[config.mk]
export PLATFORM = sky130hd
export DESIGN_NAME = udp_ip_rx_parser
export DESIGN_NICKNAME = d
export VERILOG_FILES = /design/src/rtl/udp_ip_rx_parser.sv
export SDC_FILE = /design/constraint.sdc
export NUM_CORES = 1
export LEC_CHECK = 0
export BUFFER_PORTS_ARGS = -buffer_cell sky130_fd_sc_hd__buf_2
export CAP_MARGIN = 20
export CELL_PAD_IN_SITES_DETAIL_PLACEMENT = 1
export CELL_PAD_IN_SITES_GLOBAL_PLACEMENT = 1
export CORE_ASPECT_RATIO = 2
export CORE_UTILIZATION = 46
export CTS_BUF_LIST = sky130_fd_sc_hd__clkbuf_8
export DETAILED_ROUTE_END_ITERATION = 12
export GPL_TIMING_DRIVEN = 0
export PLACE_DENSITY = 0.95
export SETUP_SLACK_MARGIN = 0.3
export SYNTH_ARGS = -nofsm -noshare
export SYNTH_HDL_FRONTEND = slang
export SYNTH_SLANG_ARGS = --single-unit
[constraint.sdc]
create_clock -name clk -period 3.97 [get_ports clk]
set_input_delay 0.5955 -clock clk [delete_from_list [all_inputs] [get_ports clk]]
set_output_delay 0.5955 -clock clk [all_outputs]
set_load 0.01 [all_outputs]
[src/rtl/udp_ip_rx_parser.sv]
// udp_ip_rx_parser: parses IPv4/UDP frames from MAC RX words, filters them on protocol, destination IP and port, and streams the UDP payload.
// Optional IPv4 header checksum verification is built when UDP_RX_IP_CSUM_EN is defined.
module udp_ip_rx_parser #(
    parameter int DATA_WIDTH = 32,
    parameter int CNT_WIDTH  = 16
) (
    input  logic                  clk,
    input  logic                  rst_n,
    input  logic [DATA_WIDTH-1:0] mac_data,
    input  logic                  mac_valid,
    input  logic                  mac_last,
    output logic                  mac_ready,
    input  logic [31:0]           local_ip,
    input  logic [15:0]           local_port,
    output logic [DATA_WIDTH-1:0] app_data,
    output logic [3:0]            app_keep,
    output logic                  app_valid,
    output logic                  app_last,
    input  logic                  app_ready,
    output logic                  hdr_valid,
    output logic [31:0]           rx_src_ip,
    output logic [15:0]           rx_src_port,
    output logic [15:0]           rx_len,
    output logic                  err_trunc,
    output logic [CNT_WIDTH-1:0]  pkt_cnt,
    output logic [CNT_WIDTH-1:0]  drop_cnt
);
    typedef enum logic [1:0] {HDR, PAYLOAD, DRAIN, DROP} state_t;
    state_t      state;
    logic [2:0]  widx;
    logic [15:0] words_left, total_len, sport_q;
    logic [31:0] src_q;
    logic        acc, in_pay, pay_end, word_ok, csum_ok;
    logic [15:0] udp_len, rl_new, wl_new;
    logic [16:0] len_sum;
`ifdef UDP_RX_IP_CSUM_EN
    logic [15:0] csum_acc, csum_fld, csum_next;
    logic [17:0] csum_raw;
    logic [16:0] csum_f1;
    // Running ones'-complement sum over header halfwords with end-around carry
    always_comb begin
        csum_raw  = {2'b0, (widx == 3'd0) ? 16'h0 : csum_acc} + {2'b0, mac_data[31:16]} + {2'b0, mac_data[15:0]};
        csum_f1   = {1'b0, csum_raw[15:0]} + {15'b0, csum_raw[17:16]};
        csum_next = csum_f1[15:0] + {15'b0, csum_f1[16]};
        csum_ok   = csum_next == 16'hFFFF || csum_fld == 16'h0;
    end
`else
    assign csum_ok = 1'b1;
`endif
    // Per-word header checks and zero-latency payload pass-through
    always_comb begin
        in_pay    = state == PAYLOAD;
        pay_end   = words_left == 16'd1;
        mac_ready = in_pay ? app_ready : 1'b1;
        acc       = mac_valid & mac_ready;
        udp_len   = mac_data[31:16];
        len_sum   = {1'b0, udp_len} + 17'd20;
        rl_new    = udp_len - 16'd8;
        wl_new    = (rl_new + 16'd3) >> 2;
        word_ok   = widx == 3'd0 ? mac_data[31:24] == 8'h45 :
                    widx == 3'd1 ? mac_data[13:0] == 14'h0 :
                    widx == 3'd2 ? mac_data[23:16] == 8'h11 :
                    widx == 3'd4 ? mac_data == local_ip && csum_ok :
                    widx == 3'd5 ? mac_data[15:0] == local_port :
                    widx == 3'd6 ? udp_len >= 16'd8 && {1'b0, total_len} == len_sum : 1'b1;
        app_valid = in_pay & mac_valid;
        app_data  = in_pay ? mac_data : '0;
        app_last  = app_valid & (pay_end | mac_last);
        app_keep  = !in_pay ? 4'h0 : !pay_end ? 4'hF :
                    rx_len[1:0] == 2'd1 ? 4'h8 : rx_len[1:0] == 2'd2 ? 4'hC :
                    rx_len[1:0] == 2'd3 ? 4'hE : 4'hF;
    end
    // Frame FSM, header latches, pulses and statistics
    always_ff @(posedge clk or negedge rst_n) begin
        if (!rst_n) begin
            state       <= HDR;
            widx        <= 3'd0;
            words_left  <= '0;
            total_len   <= '0;
            src_q       <= '0;
            sport_q     <= '0;
            rx_src_ip   <= '0;
            rx_src_port <= '0;
            rx_len      <= '0;
            hdr_valid   <= 1'b0;
            err_trunc   <= 1'b0;
            pkt_cnt     <= '0;
            drop_cnt    <= '0;
`ifdef UDP_RX_IP_CSUM_EN
            csum_acc    <= '0;
            csum_fld    <= '0;
`endif
        end else begin
            hdr_valid <= 1'b0;
            err_trunc <= 1'b0;
            if (acc) begin
                case (state)
                    HDR: begin
                        if (widx == 3'd0) total_len <= mac_data[15:0];
                        if (widx == 3'd3) src_q <= mac_data;
                        if (widx == 3'd5) sport_q <= mac_data[31:16];
`ifdef UDP_RX_IP_CSUM_EN
                        csum_acc <= csum_next;
                        if (widx == 3'd2) csum_fld <= mac_data[15:0];
`endif
                        if (!word_ok || (mac_last && widx != 3'd6)) begin
                            widx  <= 3'd0;
                            state <= mac_last ? HDR : DROP;
                            if (mac_last) drop_cnt <= drop_cnt + CNT_WIDTH'(1);
                        end else if (widx == 3'd6) begin
                            widx        <= 3'd0;
                            rx_src_ip   <= src_q;
                            rx_src_port <= sport_q;
                            rx_len      <= rl_new;
                            words_left  <= wl_new;
                            hdr_valid   <= 1'b1;
                            pkt_cnt     <= pkt_cnt + CNT_WIDTH'(1);
                            err_trunc   <= mac_last && rl_new != 16'd0;
                            state       <= mac_last ? HDR : rl_new == 16'd0 ? DRAIN : PAYLOAD;
                        end else begin
                            widx <= widx + 3'd1;
                        end
                    end
                    PAYLOAD: begin
                        words_left <= words_left - 16'd1;
                        err_trunc  <= mac_last && !pay_end;
                        if (pay_end || mac_last) state <= (pay_end && !mac_last) ? DRAIN : HDR;
                    end
                    DRAIN: state <= mac_last ? HDR : DRAIN;
                    default: begin
                        if (mac_last) drop_cnt <= drop_cnt + CNT_WIDTH'(1);
                        state <= mac_last ? HDR : DROP;
                    end
                endcase
            end
        end
    end
endmodule

== After elaboration in Yosys (flattened, before gate mapping) ==
Cells that the tools add are included.

* $lt $le $gt $ge: 1
* Add/subtract/negate cells: 7
* Bitwise operators: 6
* Equal/unequal tests: 23
* Reductions and logical operators: 25
* Mux-type cells: 38

{| class="wikitable"
|+ Operators with widths
! operator !! number
|-
| $mux 16 || 4
|-
| $pmux 16 s2 || 2
|-
| $add 16x1->16 const B || 2
|-
| $eq 32x32->1 || 1
|-
| $mux 32 || 1
|-
| $mux 2 || 9
|-
| $add 16x5->17 const B || 1
|-
| $eq 16x17->1 || 1
|-
| $add 16x2->16 const B || 1
|-
| $eq 16x1->1 const B || 1
|-
| $eq 16x16->1 || 1
|-
| $ge 16x4->1 const B || 1
|-
| $logic_not 16->1 || 1
|-
| $reduce_bool 16->1 || 1
|-
| $sub 16x1->16 const B || 1
|-
| $sub 16x4->16 const B || 1
|-
| $mux 1 || 15
|-
| $reduce_and 3->1 || 5
|-
| $logic_not 14->1 || 1
|-
| $mux 3 || 4
|-
| $eq 3x3->1 const B || 3
|-
| $eq 8x5->1 const B || 1
|-
| $eq 8x7->1 const B || 1
|-
| $reduce_and 4->1 || 2
|-
| other kinds (22) || 39
|}

* Flip-flop bits (word level): 183
* Input bits: 85
* Output and inout bits: 137
* Word-level logic and storage cells: 113

== Depth between registers and ports, before layout ==
* Depth after elaboration: 14
* Depth in mapped cells: 14

== Least setup slack after synthesis ==
OpenSTA, ideal clock, no wires.

* Path kind: input port to flip-flop
* Start point: in mac_data[20]
* End point: reg rx_src_port[10]
* Arrival: 3.063 ns
* Slack: 0.790 ns
* Cell stages on the path: 13
* Data required time: 3.853 ns
* Cells stage by stage: buf_2 -> inv_1 -> ha_1 -> a21oi_4 -> nand2_1 -> a2111o_1 -> a21boi_0 -> nor4b_4 -> nand2_1 -> buf_2 -> buf_2 -> nand2_1 -> nand2_1

* Word-level cells in the longest chain between the ends: 13

{| class="wikitable"
|+ Ends and longest elaborated chain
! element !! line !! text
|-
| start, declared || 9 || <nowiki>input logic [DATA_WIDTH-1:0] mac_data,</nowiki>
|-
| $add 16x5->17 || 57 || <nowiki>len_sum = {1'b0, udp_len} + 17'd20;</nowiki>
|-
| $eq 16x17->1 || 65 || <nowiki>widx == 3'd6 ? udp_len >= 16'd8 && {1'b0, total_len} == len_sum : 1'b1;</nowiki>
|-
| $logic_and 1x1->1 || 65 ||
|-
| $mux 1 || 65 ||
|-
| $mux 1 || 64 || <nowiki>widx == 3'd5 ? mac_data[15:0] == local_port :</nowiki>
|-
| $mux 1 || 63 || <nowiki>widx == 3'd4 ? mac_data == local_ip && csum_ok :</nowiki>
|-
| $mux 1 (*) || 62 || <nowiki>widx == 3'd2 ? mac_data[23:16] == 8'h11 :</nowiki>
|-
| $mux 1 (*) || 61 || <nowiki>widx == 3'd1 ? mac_data[13:0] == 14'h0 :</nowiki>
|-
| $mux 1 (*) || 60 || <nowiki>word_ok = widx == 3'd0 ? mac_data[31:24] == 8'h45 :</nowiki>
|-
| $logic_not 1->1 (*) || 106 || <nowiki>if (!word_ok || (mac_last && widx != 3'd6)) begin</nowiki>
|-
| $logic_or 1x1->1 (*) || 106 ||
|-
| $not 1->1 (no line) (*) || - ||
|-
| $reduce_and 4->1 (no line) (*) || - ||
|-
| end signal, assigned || 113 || <nowiki>rx_src_port <= sport_q;</nowiki>
|-
| end, declared || 22 || <nowiki>output logic [15:0] rx_src_port,</nowiki>
|}

Mark *: on every way between the ends. The rest lies on a longest branch, timed or not.
A chain may end at the register's enable or synchronous reset.

== Worst setup path after layout ==
* Start point: in mac_data[28]
* End point: reg pkt_cnt[11]

* Word-level cells in the longest chain between the ends: 13

{| class="wikitable"
|+ Ends and longest elaborated chain
! element !! line !! text
|-
| $add 16x5->17 || 57 ||
|-
| $eq 16x17->1 || 65 ||
|-
| $logic_and 1x1->1 || 65 ||
|-
| $mux 1 || 65 ||
|-
| $mux 1 || 64 ||
|-
| $mux 1 || 63 ||
|-
| $mux 1 || 62 ||
|-
| $mux 1 || 61 ||
|-
| $mux 1 (*) || 60 ||
|-
| $logic_not 1->1 (*) || 106 ||
|-
| $logic_or 1x1->1 (*) || 106 ||
|-
| $not 1->1 (no line) (*) || - ||
|-
| $reduce_and 4->1 (no line) (*) || - ||
|-
| end signal, assigned || 117 || <nowiki>pkt_cnt <= pkt_cnt + CNT_WIDTH'(1);</nowiki>
|-
| end, declared || 25 || <nowiki>output logic [CNT_WIDTH-1:0] pkt_cnt,</nowiki>
|}

Marks and branches as above.

==> results.md <==
- Area grow syn2layout: 19.1%
- Arr. time, crit path: 4.01 ns
- Mapped cell area: around 9900 µm²
- R2R Setup Slk: roughly 0.62 ns
- Run status: finished clean
- Port Buffers: 213
- DRT antenna net count: 0
- CTS max path bufs: 2
- Setup-failing EPs final: 0
- Nets@finish: 1383
- Skew final: roughly 0.017 ns
- Io pins: 222
- WL/cell: 23.2 µm
- H-tree depth: 4
- Fin worst setup slack: roughly 0.37 ns
- Final Cycle Share: 90.7%
- FF/Latch Area: ~4600 µm²
- CP Launch Type: input pin
- CP Max Fanout: 10
- Achievable Freq: 0.278 GHz
- Drt pass-1 iters: 5
- Place WS: -0.298 ns
- RR Endpoint: total_len[9]$_DFFE_PN0P_
- DR iter-0 viols: 547
- Grt total ovfl: 0
- First-pass GRT wire length: around 55000 µm
- Max VDD drop: 261 µV
- CTS tree: built
- Total clock sinks: roughly 180
- Share of layout cells above drive strength 1: 26.5%
- DPL Wire Length: 26600 µm
- Syn Area/Cell: 9.43 µm²
- Post-synth ARST share: 100%
- Routed wire length: 36300 µm
- ANT cells: 0
- Final hold violation count: 0
- DIE HEIGHT: 209 µm
- Worst Setup EP: pkt_cnt[11]$_DFFE_PN0P_
- Die area: 22100 µm²
- Seq cells post-synth: 183
- Seq/Total Area, Yosys: 46.4%
- Area of the multi-input gates: 4980 µm²
- Yosys warns: 0
- Die width: about 110 µm
- Initial core utilization: 46.9%
- Worst-Margin Slew: 0.914 ns
- Initial antenna violation count: 1
- Worst-Skew Late Latency: 0.52 ns
- Top post-synthesis cells by area: dfrtp_1, nand2_1, mux2_2
- Final max-slew violation count: 0
- Core Util, Final: 55.9%
- Clock root cell: clkbuf_8
- CP Data Required Time: 4.38 ns
- Pleak: 6.00 nW
- Remaining DRCs: 0
- Vias in the first global route: between 10000 and 15000
- Via-to-Cell Ratio: about 6
- Total core area: around 21000 µm²
- Slew margin rel.: 39.1%
- PwrDens: 435 nW/µm²
- RSZ-0062 raised after global routing: yes
- Max-cap viol count: 0
- CP Capture Type: flop
- Synth top area share: a little under half
- Reg2Reg Launch Point: state[1]$_DFFE_PN0P_
- Number of synthesized flops with an enable pin: 0
- Vias: 9266
- HP Class: in2async
- Num CTS Buffers: 17
- RD Place Congestion: 0.905
- Synth area leader: dfrtp_1
- Largest net degree at the start of global routing: 113
- Tmin final: 3.60 ns
- Clk slew on worst S/H paths: 0.11 ns
- Cell count after synthesis: 1045
- Worst Reg-to-Reg Cells: 11
- Number of fill cells in the layout: 2531
- Row cnt: 75
- GRT Util Overall: 33.7%
- Most frequent cells after synthesis: nand2_1, dfrtp_1, xor2_1
- Main flop type after synthesis: dfrtp_1
- Unique cell type count in the Yosys netlist: 67
- Top-count cell post-synth: nand2_1
- Post-Synthesis Net Count: ~1100
- WS Path Type: in2reg
- Crit path from: mac_data[28]
-- critical path, stage by stage --
cell and delay (ns):
buf_2 0.11, clkbuf_1 0.51, xor2_1 0.19, nor4_1 0.68, nand4_1 0.21, nor4_1 0.46, a211oi_1 0.22, o31a_1 0.15
nor3_1 0.52, nand3_1 0.19, xnor2_1 0.18
-- power by group --
part	switching, mW	internal [mW]
Sequential	0.222	2.05
Clock	0.770	0.474
Combinational	0.978	0.612
Total	1.97	3.14
-- per-stage QoR --
step	cell area (µm²)	TNS [ns]	hold slack, ns	total power [mW]	instances
2_1_floorplan	9860	0	0.300	3.23	1045
3_3_place_gp	11300	-108.15	0.447	3.72	1527
3_5_place_dp	11300	-11.70	0.455	3.83	1528
4_1_cts	11700	0	0.164	5.08	1560
5_1_grt	11700	0	0.194	5.33	1562
6_report	11700	0	0.139	5.11	1562
-- layout by cell type, fill, tap and decap left out, drive strengths merged, types with 3 or more instances in the layout --
cell type	n
o22ai	3
or4	4
nor4	20
clkbuf	56
nand2	220
o31ai	3
clkinv	6
o21a	4
nand4	22
or2	3
and3	14
dfrtp	183
o211ai	3
o41ai	3
clkinvlp	4
ha	18
nor4b	7
inv	25
nor2	47
a21boi	4
a22o	4
nand3	34
or3	3
nand3b	4
buf	240
nor3	30
mux2	55
nor2b	3
a21o	7
a21oi	22
o21ai	55
xor2	60
and2	39
xnor2	54
-- final cells by class --
type                            instances  share of cell area [%]
Sequential cell                       183                    39.0
Timing Repair Buffer                  216                    9.52
Clock buffer                           18                    2.11
Multi-Input combinational cell        779                    42.4
Inverter                               21                   0.671
Tap cell                              269                    2.87
Clock inverter                         14                    1.19
Buffer                                 62                    2.30
-- kinds of logic (layout without fill, tap and decap cells) --
family / Yosys count / after routing / share of synthesized area [%]
flip-flops: 183 / 183 / 46.4
AO/OA/AOI/OAI: 133 / 133 / 8.90
multiplexers: 57 / 57 / 6.48
XOR/XNOR: 114 / 114 / 10.2
adder cells (fa/ha/maj): 18 / 18 / 2.28
buffers and inverters: 83 / 331 / 3.53
AND/OR/NAND/NOR: 457 / 457 / 22.2
-- worst min-delay path by stage --
stage                                          start                         end  slack (ns)  cells after the start
after floorplan                                rst_n     drop_cnt[0]$_DFFE_PN0P_        0.30                      0
after detailed placement        src_q[4]$_DFFE_PN0P_    rx_src_ip[4]$_DFFE_PN0P_        0.45                      2
after global routing                           rst_n   rx_src_ip[16]$_DFFE_PN0P_        0.19                      1
final                                          rst_n   rx_src_ip[16]$_DFFE_PN0P_        0.14                      1
after CTS                                      rst_n      pkt_cnt[6]$_DFFE_PN0P_        0.16                      1
after global placement    rx_src_port[8]$_DFFE_PN0P_  rx_src_port[8]$_DFFE_PN0P_        0.45                      2
-- registers in the layout (all words and copies together), names as in the netlist --
register,flops
src_q,32
rx_src_ip,32
total_len,16
words_left,16
sport_q,16
err_trunc,1
hdr_valid,1
drop_cnt,16
pkt_cnt,16
rx_len,16
rx_src_port,16
widx,3
state,2
-- routing by layer --
layer	global-route usage [%]	share of wire [%]
met5	0	0.022
met4	25.0	7.7
met3	7.55	5.9
met2	60.5	53
met1	33.3	33
-- repair_timing --
action | CTS | global route
setup buffers | 0 | 2
pin swaps | 0 | 1
hold buffers | 0 | 0
endpoints found under the setup margin | 22 | 104
endpoints found under the hold margin | 0 | 0
gates resized for setup | 3 | 7
Power figures use the tool's default switching activity.
